$ cat src/rtl/sdram_req_arbiter_pkg.sv
// Shared types and default timing constants for the SDRAM request arbiter.
package sdram_req_arbiter_pkg;

    typedef enum logic [1:0] {
        StIdle,
        StBusy,
        StRefresh
    } arb_state_t;

    // 7.8 us refresh period at 133 MHz
    localparam int unsigned RefIntervalDefault = 1040;
    localparam int unsigned TimeoutDefault     = 512;

endpackage

$ cat src/rtl/sdram_req_arbiter_rr_arbiter.sv
// Combinational round-robin pick: first set request at or above ptr, wrapping.
module sdram_req_arbiter_rr_arbiter #(
    parameter int unsigned NUM_REQ_p = 4,
    localparam int unsigned IdW = $clog2(NUM_REQ_p)
) (
    input  logic [NUM_REQ_p-1:0] req,
    input  logic [IdW-1:0]       ptr,
    output logic [NUM_REQ_p-1:0] grant,
    output logic [IdW-1:0]       idx,
    output logic                 any_req
);

    logic found;

    assign any_req = |req;

    always_comb begin
        grant = '0;
        idx   = '0;
        found = 1'b0;
        for (int unsigned k = 0; k < NUM_REQ_p; k++) begin
            int unsigned cand;
            cand = (32'(ptr) + k) % NUM_REQ_p;
            if (!found && req[cand]) begin
                found       = 1'b1;
                grant[cand] = 1'b1;
                idx         = IdW'(cand);
            end
        end
    end

endmodule

$ cat src/rtl/sdram_req_arbiter.sv
// Round-robin arbiter sharing one SDRAM command sequencer among requesters and
// a periodic refresh scheduler, with a watchdog on hung sequencer operations.
module sdram_req_arbiter
    import sdram_req_arbiter_pkg::*;
#(
    parameter int unsigned NUM_REQ_p      = 4,
    parameter int unsigned REF_INTERVAL_p = RefIntervalDefault,
    parameter int unsigned TIMEOUT_p      = TimeoutDefault,
    parameter int unsigned ADDR_W_p       = 24,
    localparam int unsigned IdW = $clog2(NUM_REQ_p)
) (
    input  logic                          clk_i,
    input  logic                          rst_i,
    input  logic [NUM_REQ_p-1:0]          req_valid_i,
    input  logic [NUM_REQ_p-1:0]          req_we_i,
    input  logic [NUM_REQ_p*ADDR_W_p-1:0] req_addr_i,
    output logic [NUM_REQ_p-1:0]          req_ready_o,
    output logic                          seq_go_o,
    output logic                          seq_rw_en_o,
    output logic [ADDR_W_p-1:0]           seq_addr_o,
    output logic                          seq_refresh_o,
    input  logic                          seq_done_i,
    output logic [IdW-1:0]                grant_id_o,
    output logic                          busy_o,
    output logic                          error_o
);

    localparam int unsigned RefW = $clog2(REF_INTERVAL_p);
    localparam int unsigned WdW  = $clog2(TIMEOUT_p);

    arb_state_t          state_q, state_d;
    logic [IdW-1:0]      ptr_q, ptr_d;
    logic [IdW-1:0]      grant_id_q, grant_id_d;
    logic [ADDR_W_p-1:0] addr_q, addr_d;
    logic [RefW-1:0]     ref_cnt_q;
    logic                ref_pending_q;
    logic                ref_clear;
    logic [WdW-1:0]      wdog_q, wdog_d;
    logic                error_q, error_d;

    logic [NUM_REQ_p-1:0] rr_grant;
    logic [IdW-1:0]       rr_idx;
    logic                 rr_any;

    sdram_req_arbiter_rr_arbiter #(
        .NUM_REQ_p(NUM_REQ_p)
    ) u_rr (
        .req    (req_valid_i),
        .ptr    (ptr_q),
        .grant  (rr_grant),
        .idx    (rr_idx),
        .any_req(rr_any)
    );

    always_comb begin
        state_d       = state_q;
        ptr_d         = ptr_q;
        grant_id_d    = grant_id_q;
        addr_d        = addr_q;
        error_d       = error_q;
        wdog_d        = wdog_q + WdW'(1);
        ref_clear     = 1'b0;
        req_ready_o   = '0;
        seq_go_o      = 1'b0;
        seq_rw_en_o   = 1'b0;
        seq_refresh_o = 1'b0;

        unique case (state_q)
            StIdle: begin
                wdog_d = '0;
                // Launches are suppressed while reset is held so outputs stay quiet.
                if (!rst_i && ref_pending_q) begin
                    seq_refresh_o = 1'b1;
                    ref_clear     = 1'b1;
                    state_d       = StRefresh;
                end else if (!rst_i && rr_any) begin
                    req_ready_o = rr_grant;
                    seq_go_o    = 1'b1;
                    seq_rw_en_o = req_we_i[rr_idx];
                    addr_d      = req_addr_i[rr_idx*ADDR_W_p +: ADDR_W_p];
                    grant_id_d  = rr_idx;
                    ptr_d       = (rr_idx == IdW'(NUM_REQ_p - 1)) ? '0 : rr_idx + IdW'(1);
                    state_d     = StBusy;
                end
            end
            StBusy, StRefresh: begin
                if (seq_done_i) begin
                    state_d = StIdle;
                end else if (wdog_q == WdW'(TIMEOUT_p - 1)) begin
                    error_d = 1'b1;
                    state_d = StIdle;
                end
            end
            default: state_d = StIdle;
        endcase
    end

    always_ff @(posedge clk_i) begin
        if (rst_i) begin
            state_q       <= StIdle;
            ptr_q         <= '0;
            grant_id_q    <= '0;
            addr_q        <= '0;
            ref_cnt_q     <= '0;
            ref_pending_q <= 1'b0;
            wdog_q        <= '0;
            error_q       <= 1'b0;
        end else begin
            state_q    <= state_d;
            ptr_q      <= ptr_d;
            grant_id_q <= grant_id_d;
            addr_q     <= addr_d;
            wdog_q     <= wdog_d;
            error_q    <= error_d;
            // A wrap sets pending even if IDLE consumes it in the same cycle.
            if (ref_cnt_q == RefW'(REF_INTERVAL_p - 1)) begin
                ref_cnt_q     <= '0;
                ref_pending_q <= 1'b1;
            end else begin
                ref_cnt_q <= ref_cnt_q + RefW'(1);
                if (ref_clear) begin
                    ref_pending_q <= 1'b0;
                end
            end
        end
    end

    assign seq_addr_o = addr_q;
    assign grant_id_o = grant_id_q;
    assign busy_o     = (state_q != StIdle);
    assign error_o    = error_q;

endmodule

$ cat config.mk
export PLATFORM = sky130hd
export DESIGN_NAME = sdram_req_arbiter
export DESIGN_NICKNAME = d
export VERILOG_FILES = /design/src/rtl/sdram_req_arbiter_pkg.sv /design/src/rtl/sdram_req_arbiter_rr_arbiter.sv /design/src/rtl/sdram_req_arbiter.sv
export SDC_FILE = /design/constraint.sdc
export NUM_CORES = 1
export LEC_CHECK = 0
export BUFFER_PORTS_ARGS = -buffer_cell sky130_fd_sc_hd__buf_2
export CAP_MARGIN = 40
export CORE_MARGIN = 3
export CORE_UTILIZATION = 49
export DETAILED_ROUTE_END_ITERATION = 8
export PLACE_DENSITY = 0.88
export REMOVE_ABC_BUFFERS = 1
export SLEW_MARGIN = 25
export SYNTH_ARGS = -nofsm -noshare
export SYNTH_HDL_FRONTEND = slang
export SYNTH_SLANG_ARGS = --single-unit
$ cat constraint.sdc
create_clock -name clk_i -period 4.5 [get_ports clk_i]
set_clock_uncertainty 0.15 [all_clocks]
set_input_delay 0.45 -clock clk_i [delete_from_list [all_inputs] [get_ports clk_i]]
set_output_delay 0.45 -clock clk_i [all_outputs]
set_load 0.01 [all_outputs]
==> results.txt <==
Final std cells w/o fill = 638
Worst Max-Slew Pin Slew = 666 ps
Yosys warns = 0
Antenna cells = 0
Pwr/cell area = 539 nW/um2
Peak supply drop = 0.377 mV
Hold depth = 3
Hold-fix buffers, CTS = 0
Post-Syn Area per Cell = 8.20 um2
Largest family of logic cells by synthesized area = compound AO/OA/AOI/OAI gates
Gr ovfl total = 0
Pins Over Slew Limit = 0
Starting Density = 0.526
Post-synthesis register bit count = 52
Worst setup path endpoint = seq_rw_en_o
Number of remaining DRC errors = 0
WL per Instance = 16.5 um
Antenna-violating nets left = 0
RSZ-0062 raised after global routing = false
Nets = 663
Crit Path Class = register to output pin
Total CTS buffers = 5
Unique masters post-synth = 46
Fin. Hold Viols = 0
CP peak stage delay = 590 ps
Tot Pwr = 2.32 mW
First drt pass iteration count = 5
Reg2reg end = seq_addr_o[6]
Die Width = 89.9 um
Ports = 142
All-Layer GR Usage = 0.255
DR vias = 3770
Fin crit period = 3830 ps
Routed vias/inst = 5.91
Most common cell after layout, fill and taps aside = buf_2
# resized after CTS = 0
CP Cell Sequence = inv_1, ha_1, mux4_2, o21ba_1, nor2_1, a21o_1, mux2_4, a22o_1, buf_2
Adder-Cell Fraction of Synth Area = 0.0435
Slew margin rel. = 0.555
Synth Area in Simple Gates = 0.173
R2r startpoint = ptr_q[1]
Vias in the first global route = 3696
TritonCTS Sinks = 52
Worst Path Arrival = 3230 ps
Clk pin slew, worst setup/hold paths = 100 ps
Reg2Reg Depth = 9
Post-DP HPWL = 7.63 mm
Placed Instances = 630
Multiplexer share of the synthesized area = 0.109
CP required = 3900 ps
Worst hold path class = input pin to register
CTS max path bufs = 2
Largest net degree at the start of global routing = 49
DP Worst Slack = 1020 ps
Port bufs = 141
Synth area leaders = dfxtp_1 30%, mux2i_1 7.5%, a32oi_1 6.3%
Status = complete, no violations
First-pass GRT wire length = 17.7 mm
Filler cells = 579
Initial drt markers = 313
Leakage Power = 1.85 nW
Worst skew pair latency = 300 ps
Max Clk Rate = 261 MHz
Area of the multi-input gates = 2250 um2
Top-area cell type share of the netlist area = 0.302
Setup slack, reg-to-reg = 1160 ps
Area leader, netlist = dfxtp_1
Die Ht = 89.9 um
Synth Area in Compound Gates = 0.279
Slowest CP cell = dfxtp_1
Xor/xnor share of the synthesized area = 0.0330
Sequential area share after synthesis = 0.302
CTS H-tree depth = 2
Final core occ = 0.656
Row Count = 29
Area growth syn-to-layout = 24.9%
Critical Path Fanout Max = 9
Post-Syn Instances = 421
Final Routed Wirelength = 10.5 mm
Final setup fails = 0
Initial antenna violation count = 0
Clock Tree Root = clkbuf_8
FF/Latch Area = 1040 um2
CP startpoint = ptr_q[1]
Period utilization = 0.851
TritonCTS clock tree = built
Cell Area, Synth = 3450 um2
Die area = 8090 um2
Maxcap violations = 0
Setup TNS = 0 ps
Most frequent cells in the layout = 141 x buf_2, 56 x nand2_1, 52 x dfxtp_1
Worst setup margin = 671 ps
GPL Wtd Cong = 0.845
Layout cells sized above 1 = 0.321
Critical Path Source Type = register
Core Region = 6570 um2
Post-CTS Setup Inserts = 0
Worst setup EP type = output pin
[critical path, delay by kind of cell, from the launching register on]
family	cells	cell delay, ps
adder cells (fa/ha/maj)	1	450
flip-flops	1	590
AND/OR/NAND/NOR	1	60
multiplexers	2	770
buffers and inverters	2	340
AO/OA/AOI/OAI	3	710
[registers in the layout, indices dropped and copies added (netlist names)]
name / flops
state_q: 2
error_o: 1
wdog_q: 9
grant_id_o: 2
seq_addr_o: 24
ptr_q: 2
ref_cnt_q: 11
ref_pending_q: 1
[worst min path at each step]
| stage | to | from | slack (ps) |
|---|---|---|---|
| 3_3_place_gp | wdog_q[0] | wdog_q[0] | 280 |
| 3_5_place_dp | wdog_q[0] | wdog_q[0] | 300 |
| 4_1_cts | seq_addr_o[7] | req_addr_i[55] | 260 |
| 6_report | seq_addr_o[22] | req_addr_i[70] | 260 |
| 5_1_grt | seq_addr_o[18] | req_addr_i[66] | 270 |
| 2_1_floorplan | wdog_q[0] | wdog_q[0] | 270 |
[Yosys cell counts, drive strengths merged]
master / number
a2111oi: 1
a211oi: 4
a21o: 2
a21oi: 8
a221oi: 4
a22o: 1
a22oi: 28
a31oi: 1
a32o: 1
a32oi: 25
and3: 4
and4b: 1
buf: 14
clkbuf: 20
dfxtp: 52
ha: 12
inv: 10
mux2: 4
mux2i: 26
mux4: 3
nand2: 56
nand2b: 5
nand3: 13
nand3b: 1
nor2: 39
nor2b: 1
nor3: 7
nor4: 1
nor4b: 1
nor4bb: 1
o211ai: 25
o21ai: 29
o21ba: 1
o22ai: 1
o311ai: 1
or2: 2
or3: 3
xnor2: 5
xor2: 8
[cell type report]
type	count	share of cell area
Timing Repair Buffer	150	0.179
Multi-Input combinational cell	325	0.521
Sequential cell	52	0.242
Clock inverter	3	0.00639
Inverter	10	0.00871
Clock buffer	5	0.0160
Tap cell	93	0.0270
[power breakdown]
group          internal, mW  leakage, nW  total, mW  switching [mW]
clock network         0.115       0.0463      0.287           0.172
logic                 0.569         1.38       1.41           0.842
registers             0.564        0.427      0.625          0.0607
[metal layers]
| layer | vias up | track usage | wire, um |
|---|---|---|---|
| li1 | 1816 | - | - |
| met1 | 1749 | 0.319 | 4270 |
| met2 | 184 | 0.441 | 5180 |
| met3 | 21 | 0.0451 | 848 |
| met4 | 0 | 0.0867 | 243 |
| met5 | - | 0 | 0 |
[cells by family (layout without fill, tap and decap cells)]
group / Yosys count / in the layout
XOR/XNOR: 13 / 13
AND/OR/NAND/NOR: 135 / 135
AO/OA/AOI/OAI: 132 / 132
buffers and inverters: 44 / 168
adder cells (fa/ha/maj): 12 / 12
flip-flops: 52 / 52
multiplexers: 33 / 33
[metrics by stage]
stage | hold WS [ps] | cell area [um2]
after CTS | 256 | 4310
after global placement | 279 | 4210
after floorplan | 268 | 3280
after detailed placement | 303 | 4210
after global routing | 269 | 4310
final | 262 | 4310
Note: power is estimated with default switching activity, not from simulation.
